## src/rtl/ser_stream_tx.sv

```systemverilog
// Parallel-to-serial word transmitter: per-word length and bit order, valid/ready
// input with a one-word holding buffer so consecutive words stream with no gap.
module ser_stream_tx #(
  parameter int DATA_W  = 16,
  parameter int MOD_W   = 5,
  parameter int MIN_LEN = 3
) (
  input  logic              clk_i,
  input  logic              rst_i,
  input  logic [DATA_W-1:0] data_i,
  input  logic [MOD_W-1:0]  data_mod_i,
  input  logic              lsb_first_i,
  input  logic              data_val_i,
  output logic              data_rdy_o,
  output logic              ser_data_o,
  output logic              ser_data_val_o,
  output logic              ser_last_o,
  output logic              drop_o,
  output logic              busy_o
);

  typedef enum logic {IDLE, SHIFT} state_e;

  state_e            state_q, state_d;
  logic [MOD_W-1:0]  cnt_q, cnt_d;
  logic [DATA_W-1:0] sh_q, sh_d;
  logic              lsb_q, lsb_d;
  logic              hold_full_q, hold_full_d;
  logic [DATA_W-1:0] hold_data_q, hold_data_d;
  logic              hold_lsb_q, hold_lsb_d;
  logic [MOD_W-1:0]  hold_cnt_q, hold_cnt_d;
  logic              ser_data_q, ser_data_d;
  logic              ser_val_q, ser_val_d;
  logic              ser_last_q, ser_last_d;
  logic              drop_q, drop_d;
  logic              rdy_q, rdy_d;
  logic              busy_q, busy_d;

  logic [MOD_W-1:0]  len;
  logic              accept, short_w, take, last_now;

  function automatic logic [MOD_W-1:0] eff_len(input logic [MOD_W-1:0] m);
    if (m == '0 || m > MOD_W'(DATA_W)) return MOD_W'(DATA_W);
    return m;
  endfunction

  // MSB-first words are pre-shifted so bit L-1 sits at the top; the shifter
  // then only ever reads one fixed end of the register.
  function automatic logic [DATA_W-1:0] align(input logic [DATA_W-1:0] d,
                                              input logic [MOD_W-1:0]  l,
                                              input logic              lsb);
    if (lsb) return d;
    return d << (MOD_W'(DATA_W) - l);
  endfunction

  always_comb begin
    len      = eff_len(data_mod_i);
    accept   = data_val_i && rdy_q;
    short_w  = len < MOD_W'(MIN_LEN);
    take     = accept && !short_w;
    last_now = (state_q == SHIFT) && (cnt_q == '0);

    state_d     = state_q;
    cnt_d       = cnt_q;
    sh_d        = sh_q;
    lsb_d       = lsb_q;
    hold_full_d = hold_full_q;
    hold_data_d = hold_data_q;
    hold_lsb_d  = hold_lsb_q;
    hold_cnt_d  = hold_cnt_q;
    drop_d      = accept && short_w;

    case (state_q)
      IDLE: begin
        if (take) begin
          state_d = SHIFT;
          sh_d    = align(data_i, len, lsb_first_i);
          lsb_d   = lsb_first_i;
          cnt_d   = len - MOD_W'(1);
        end
      end
      SHIFT: begin
        if (!last_now) begin
          cnt_d = cnt_q - MOD_W'(1);
          sh_d  = lsb_q ? (sh_q >> 1) : (sh_q << 1);
          // Mid-word arrivals park in the hold; rdy guarantees it is empty here.
          if (take) begin
            hold_full_d = 1'b1;
            hold_data_d = align(data_i, len, lsb_first_i);
            hold_lsb_d  = lsb_first_i;
            hold_cnt_d  = len - MOD_W'(1);
          end
        end else if (hold_full_q) begin
          sh_d        = hold_data_q;
          lsb_d       = hold_lsb_q;
          cnt_d       = hold_cnt_q;
          hold_full_d = 1'b0;
        end else if (take) begin
          sh_d  = align(data_i, len, lsb_first_i);
          lsb_d = lsb_first_i;
          cnt_d = len - MOD_W'(1);
        end else begin
          state_d = IDLE;
        end
      end
      default: state_d = IDLE;
    endcase

    ser_val_d  = (state_d == SHIFT);
    ser_data_d = ser_val_d && (lsb_d ? sh_d[0] : sh_d[DATA_W-1]);
    ser_last_d = ser_val_d && (cnt_d == '0);
    rdy_d      = !hold_full_d;
    busy_d     = ser_val_d || hold_full_d;
  end

  always_ff @(posedge clk_i) begin
    if (rst_i) begin
      state_q     <= IDLE;
      hold_full_q <= 1'b0;
      ser_data_q  <= 1'b0;
      ser_val_q   <= 1'b0;
      ser_last_q  <= 1'b0;
      drop_q      <= 1'b0;
      rdy_q       <= 1'b1;
      busy_q      <= 1'b0;
    end else begin
      state_q     <= state_d;
      hold_full_q <= hold_full_d;
      ser_data_q  <= ser_data_d;
      ser_val_q   <= ser_val_d;
      ser_last_q  <= ser_last_d;
      drop_q      <= drop_d;
      rdy_q       <= rdy_d;
      busy_q      <= busy_d;
    end
  end

  always_ff @(posedge clk_i) begin
    cnt_q       <= cnt_d;
    sh_q        <= sh_d;
    lsb_q       <= lsb_d;
    hold_data_q <= hold_data_d;
    hold_lsb_q  <= hold_lsb_d;
    hold_cnt_q  <= hold_cnt_d;
  end

  assign data_rdy_o     = rdy_q;
  assign ser_data_o     = ser_data_q;
  assign ser_data_val_o = ser_val_q;
  assign ser_last_o     = ser_last_q;
  assign drop_o         = drop_q;
  assign busy_o         = busy_q;

endmodule

```

## config.mk

```make
export PLATFORM = sky130hd
export DESIGN_NAME = ser_stream_tx
export DESIGN_NICKNAME = d
export VERILOG_FILES = /design/src/rtl/ser_stream_tx.sv
export SDC_FILE = /design/constraint.sdc
export NUM_CORES = 1
export LEC_CHECK = 0
export CAP_MARGIN = 20
export CORE_ASPECT_RATIO = 1.75
export CORE_MARGIN = 2
export CORE_UTILIZATION = 35
export DETAILED_ROUTE_END_ITERATION = 12
export PLACE_DENSITY = 0.62
export SETUP_SLACK_MARGIN = 0.5
export SKIP_LAST_GASP = 1
export SYNTH_ARGS = -nofsm -noshare
export SYNTH_HDL_FRONTEND = slang
export SYNTH_SLANG_ARGS = --single-unit
export TNS_END_PERCENT = 50
```

## constraint.sdc

```tcl
create_clock -name clk_i -period 10.5 [get_ports clk_i]
set_input_delay 1.575 -clock clk_i [delete_from_list [all_inputs] [get_ports clk_i]]
set_output_delay 1.575 -clock clk_i [all_outputs]
set_load 0.03 [all_outputs]
```

==> run metrics, run 1 <==
status=finished clean; largest net degree at the start of global routing=35; Cell Area, Synth=0.00365 mm2; WP data required=10660 ps; Cell Chain, Critical Path=clkdlybuf4s50_1 -> or4_4 -> ha_1 -> nor2b_2 -> buf_4 -> inv_2 -> ha_1 -> mux2i_1 -> o21ai_0 -> nor2b_1 -> a32oi_1 -> o21ai_0 -> o221a_2; Power per Cell Area=about 170 mW/mm2; Worst setup endpoint=sh_q[2]; CTS resizes=0; Worst setup SP type=input pin; CTS root buffer=clkbuf_16; Post-DP HPWL=7550 um; CP top delay family=adder cells; Avg Inst Size Synth=between 10 and 15 um2; CP endpoint kind=register; clock buffer count from CTS=5; Final period util=between 50% and 60%; Levels on crit path=13; cells after synthesis=349; # diodes=0; DR vias=2909; slew margin rel.=about 37%; DRT Pass-1 Iters=4; Net count, final=between 300 and 400; met3 global-route usage=1.04%; layout cell share with drive strength beyond 1=roughly 14%; CTS H-tree depth=2; Slew Viols, Final=0; most frequent cell after synthesis=mux2i_1; Avg WL per Cell=between 20 and 25 um; maximum vdd drop=0.0805 mV; final cell count without fillers=495; Filler cells=949; RR Startpoint=cnt_q[0]; Synth Flop Type=edfxtp_1; warnings from Yosys=0; GRT Util Overall=18.6%; post-synthesis cell type count=a little over 70; largest fanout on the critical path=21; RSZ-0062 raised after global routing=no; die outline height=between 100 and 150 um; Tmin final=5930 ps; grt ovf=0; TritonCTS clock tree=built; gr busiest metal=met2; synthesized flop and latch total=51; R2R setup slack=7660 ps; Post-Syn Nets=about 380; core box area=0.0102 mm2; HP Class=register to register; largest cells by area after synthesis=edfxtp_1 30%, mux2i_1 10%, dfxtp_1 8.2%, mux4_2 6.2%, o21ai_0 4.3%; hold buffers post-CTS=0; Vias/cell=~5.9; final setup fails=0; Synth top area share=29.6%; Pleak=1.51 nW; Largest stage delay, worst path=roughly 930 ps; First DRT Iteration DRCs=225; DIE AREA=0.0113 mm2; Max Fclk=0.169 GHz; vias in the first global route=2928; Setup Buffers After CTS=0; Die Width=81.2 um; Placer Congestion=roughly 0.85; Async SR Flop Fraction=0%; max cap viols=0; ANT nets after route=0; io pins=31; Setup CP Type=input pin to register; Buf/Inv on CP=3; register area=0.00138 mm2; area of the multi-input gates=0.00203 mm2; initial antenna violation count=0; cell accounting for the most synthesized area=edfxtp_1; starting utilization of the core area=35.6%; Skew-Pair Late Insertion Delay=290 ps; met2 usage=approximately a third; Worst Clk Skew=between 5 and 6 ps; r2r endpoint=sh_q[13]; Worst-path clk slew=70 ps; first-pass GRT wire length=15900 um; Clock Path Buffers=2; final hold vios=0; wirelength, routed=9910 um; Final Core Density=about two fifths; critical path's slowest cell=ha_1; met1 GRT Util=21.5%; placed cells=487; most common library cells after synthesis=38 x mux2i_1, 37 x nand2_1, 36 x edfxtp_1, 31 x o21ai_0; clock sink count=51; IO Port Bufs=30; sequential fraction of the synthesis area=37.9%; Critical Path Source=data_mod_i[2]; EDFF count, synth=36; TNS Setup=0 ps; count of standard-cell rows=49; Area Overhead vs Synth=13.8%; Critical Path AT=6090 ps; drt drc=0; worst-margin pin slew=944 ps; reg2reg path depth=5
==> where the power goes <==
group,leakage [nW],internal [W],switching (W)
Combinational,0.948,0.000105,0.000131
Sequential,0.469,0.000251,0.0000316
Clock,0.0893,0.000127,0.0000708
==> metrics by stage <==
stage / power (W) / worst slack, ps / hold WS (ps) / instance area [um2]
floorplan: 0.000455 / 5720 / 525 / 3650
global placement: 0.000516 / 4380 / 523 / 3970
CTS: 0.000717 / 4570 / 531 / 4150
global route: 0.000752 / 4200 / 573 / 4150
finish: 0.000716 / 4570 / 534 / 4150
detailed placement: 0.000520 / 4250 / 516 / 3970
==> cell families after synthesis <==
| logic type | synth area share (%) |
|---|---|
| AOI/OAI and AO/OA | 20.5 |
| xor gates and xnor gates | 1.72 |
| adders and majority gates | 1.37 |
| buffers and inverters | 6.55 |
| DFF | 37.9 |
| muxes | 18.2 |
| and+or+nand+nor | 13.8 |
==> area by class of cell <==
type | count | area share, %
clock buffer | 7 | 3.71
inverter | 11 | 1.30
tap | 127 | 3.83
multi-input combinational | 263 | 49.0
clock inverter | 1 | 0.724
timing repair buffer | 35 | 8.14
sequential | 51 | 33.3
==> worst min-delay path by stage <==
stage | slack, ps | startpoint | cells after the start | endpoint
6_report | 530 | data_rdy_o | 2 | drop_o
5_1_grt | 570 | data_rdy_o | 2 | drop_o
4_1_cts | 530 | data_rdy_o | 2 | drop_o
3_5_place_dp | 520 | data_rdy_o | 2 | drop_o
3_3_place_gp | 520 | data_rdy_o | 2 | drop_o
2_1_floorplan | 520 | hold_data_q[3] | 1 | sh_q[3]
==> state kept, by name (all words and copies together) (netlist names) <==
register and count:
hold_lsb_q 1, hold_full_q 1, ser_data_val_o 1, ser_last_o 1, lsb_q 1, drop_o 1, ser_data_o 1, cnt_q 5
data_rdy_o 1, hold_cnt_q 5, hold_data_q 16, busy_o 1, sh_q 16
==> worst register-to-register path, stage by stage, from the launching register on <==
cell     delay (ps)
dfxtp_1         330
inv_1            90
ha_1            240
or4b_1          660
o21ai_2         550
nand2_1         560
==> routing by layer <==
layer,part of all wire [%],up-vias
li1,-,1382
met1,38,1436
met2,56,75
met3,2.6,16
met4,3.5,0
met5,0,-
==> cell usage in the layout, fill, tap and decap left out, types with 3 or more instances in the layout <==
master | Yosys | routed
edfxtp_1 | 36 | 36
o31ai_1 | 4 | 4
ha_1 | 4 | 4
o22ai_1 | 4 | 4
buf_4 | 2 | 5
mux2i_1 | 38 | 38
a22o_1 | 8 | 8
clkdlybuf4s50_1 | 0 | 30
nand3_1 | 12 | 12
mux4_2 | 10 | 10
clkbuf_16 | 0 | 6
a32oi_1 | 7 | 7
o21ai_0 | 31 | 31
and3_1 | 4 | 4
a21boi_0 | 3 | 3
inv_1 | 9 | 9
a221o_1 | 4 | 4
nand3b_1 | 5 | 5
nand2_1 | 37 | 37
a31oi_1 | 3 | 3
nor2_1 | 15 | 15
o21ai_1 | 3 | 3
a21oi_1 | 10 | 10
dfxtp_1 | 15 | 15
or3_1 | 3 | 3
mux2_2 | 5 | 5
nor3_1 | 3 | 3
(Power assumes the default switching activity.)
==> run 2, diff against run 1 <==
==> constraint.sdc (replaced) <==
create_clock -name clk_i -period 5.85 [get_ports clk_i]
set_input_delay 0.8775 -clock clk_i [delete_from_list [all_inputs] [get_ports clk_i]]
set_output_delay 0.8775 -clock clk_i [all_outputs]
set_load 0.03 [all_outputs]
==> run metrics, run 2 (same netlist as run 1, synthesis figures left out) <==
ANT nets after route=0 (unchanged); Critical Path AT=4670 ps (-1420 ps); Vias/cell=5.91 (+0.49%); DR vias=2941 (+1.1%); RSZ-0062 raised after global routing=no; TNS Setup=0 ps (unchanged); Fin Hold WS=527 ps (-7.44 ps); Skew-Pair Late Insertion Delay=290 ps (about the same); Avg WL per Cell=20.2 um (+0.78%); CP top delay family=buffers and inverters; Net Switching=0.000418 W (+80%); r2r endpoint=sh_q[9]; hold buffers post-CTS=0 (unchanged); drt drc=0 (unchanged); wirelength, routed=10100 um (+1.4%); core box area=0.0102 mm2 (unchanged); DRT Pass-1 Iters=5 (+1); Final Core Density=40.6% (about the same); critical path's slowest cell=or4_4; sequential share of power=40.2% (+0.8 points); Power per Cell Area=303 mW/mm2 (+76%); R2R setup slack=3030 ps (-4630 ps); Hold EP=drop_o; clock sink count=51 (unchanged); Post-DP HPWL=7510 um (-0.57%); CTS resizes=0 (unchanged); HP Class=register to register; cell area after placement=0.00399 mm2 (+0.57%); Hold Crit Start=data_rdy_o; Max Fclk=0.217 GHz; max cap viols=0 (unchanged); slew margin rel.=34.9% (-2.1 points); largest fanout on the critical path=18 (-14%); Setup Buffers After CTS=0 (unchanged); largest net degree at the start of global routing=35 (unchanged); final hold vios=0 (unchanged); Worst Clk Skew=4.55 ps (-1.21 ps); Die Width=81.2 um (unchanged); clock buffer count from CTS=5 (unchanged); Final period util=78.9%; Cell Chain, Critical Path=clkdlybuf4s50_1 -> or4_4 -> ha_1 -> nor2b_2 -> inv_2 -> ha_1 -> buf_4 -> mux2i_1 -> o21ai_0 -> mux2_2 -> a32oi_1 -> o21ai_0 -> o221a_2; Worst-path clk slew=70 ps (about the same); TritonCTS clock tree=built; switch share=33.3% (+0.71 points); share of power burned in the clock network=26.2% (-1.4 points); layout cell share with drive strength beyond 1=14.6% (+0.70 points); GRT Util Overall=18.3% (-0.22 points); WP data required=5900 ps (-4760 ps); Hold Crit Depth=2 (unchanged); Largest stage delay, worst path=590 ps (-340 ps); Levels on crit path=13 (unchanged); RR Startpoint=cnt_q[0]; first-pass GRT wire length=15800 um (-0.31%); post-route cell area=0.00415 mm2 (about the same); final setup fails=0 (unchanged); Net count, final=399 (+0.76%); status=finished clean; Setup CP Type=input pin to register; io pins=31 (unchanged); Area Overhead vs Synth=13.9% (about the same); CTS root buffer=clkbuf_16; internal power=0.000840 W (+74%); # diodes=0 (unchanged); most common cell after layout, fill and taps aside=mux2i_1; Clock Path Buffers=2 (unchanged); most frequent cells in the layout=38 x mux2i_1, 37 x nand2_1, 36 x edfxtp_1; Gate power share=33.5% (+0.6 points); Slew Viols, Final=0 (unchanged); count of standard-cell rows=49 (unchanged); worst-margin pin slew=973 ps (+29.0 ps); vias in the first global route=2914 (-0.48%); Filler cells=959 (+1.1%); CP endpoint kind=register; Largest regs=hold_data_q (16), sh_q (16); IO Port Bufs=30 (unchanged); initial antenna violation count=0 (unchanged); starting utilization of the core area=35.6% (unchanged); grt ovf=0 (unchanged); DIE AREA=0.0113 mm2 (unchanged); Worst setup SP type=input pin; Pleak=1.51 nW (+0.48%); die outline height=139 um (unchanged); CTS H-tree depth=2 (unchanged); Placer Congestion=0.961 (+13%); Buf/Inv on CP=3 (unchanged); Tmin final=around 4600 ps; reg2reg path depth=5 (unchanged); maximum vdd drop=0.175 mV (+120%); First DRT Iteration DRCs=234 (+4.0%)
run 2: routing by layer:
metal	track usage, %	vias to the layer above	routed length [um]
met5	0	-	0
met4	10.3	0	464
met3	1.37	23	312
met2	32.6	101	5460
met1	20.9	1430	3820
li1	-	1387	-
run 2: cell type report:
cell class                      count  area [um2]  area share (%)
Clock buffer                        5         125            3.01
Clock inverter                      3        38.8           0.934
Inverter                           11        53.8            1.30
Multi-Input combinational cell    263        2030            49.0
Sequential cell                    51        1380            33.3
Tap cell                          127         159            3.83
Timing Repair Buffer               38         360            8.68
run 2: worst max path at each step:
stage                             start  endpoint  slack (ps)
after global placement    data_mod_i[2]   sh_q[8]        1080
after detailed placement  data_mod_i[2]   sh_q[6]         960
after CTS                 data_mod_i[2]   sh_q[6]        1280
final                     data_mod_i[2]   sh_q[6]        1230
after floorplan           data_mod_i[2]   sh_q[6]        1770
after global routing      data_mod_i[2]   sh_q[6]         970
run 2: worst register-to-register path, cell delays in order, from the launching register on:
cell     delay [ps]
dfxtp_1         330
inv_1            80
ha_1            230
or4b_1          680
o21ai_2         540
nand2_1         560
run 2: stage by stage:
| stage | setup slack (ps) | std cells | power, W |
|---|---|---|---|
| 2_1_floorplan | 1770 | 349 | 0.000816 |
| 3_3_place_gp | 1080 | 490 | 0.000927 |
| 3_5_place_dp | 964 | 490 | 0.000933 |
| 4_1_cts | 1280 | 498 | 0.00126 |
| 5_1_grt | 972 | 498 | 0.00132 |
| 6_report | 1230 | 498 | 0.00126 |
run 2: power groups by stage:
stage,combinational (W),clock [W],sequential [W]
2_1_floorplan,0.000327,0,0.000489
3_3_place_gp,0.000414,0,0.000513
3_5_place_dp,0.000419,0,0.000514
4_1_cts,0.000420,0.000332,0.000506
5_1_grt,0.000461,0.000345,0.000512
6_report,0.000422,0.000330,0.000506
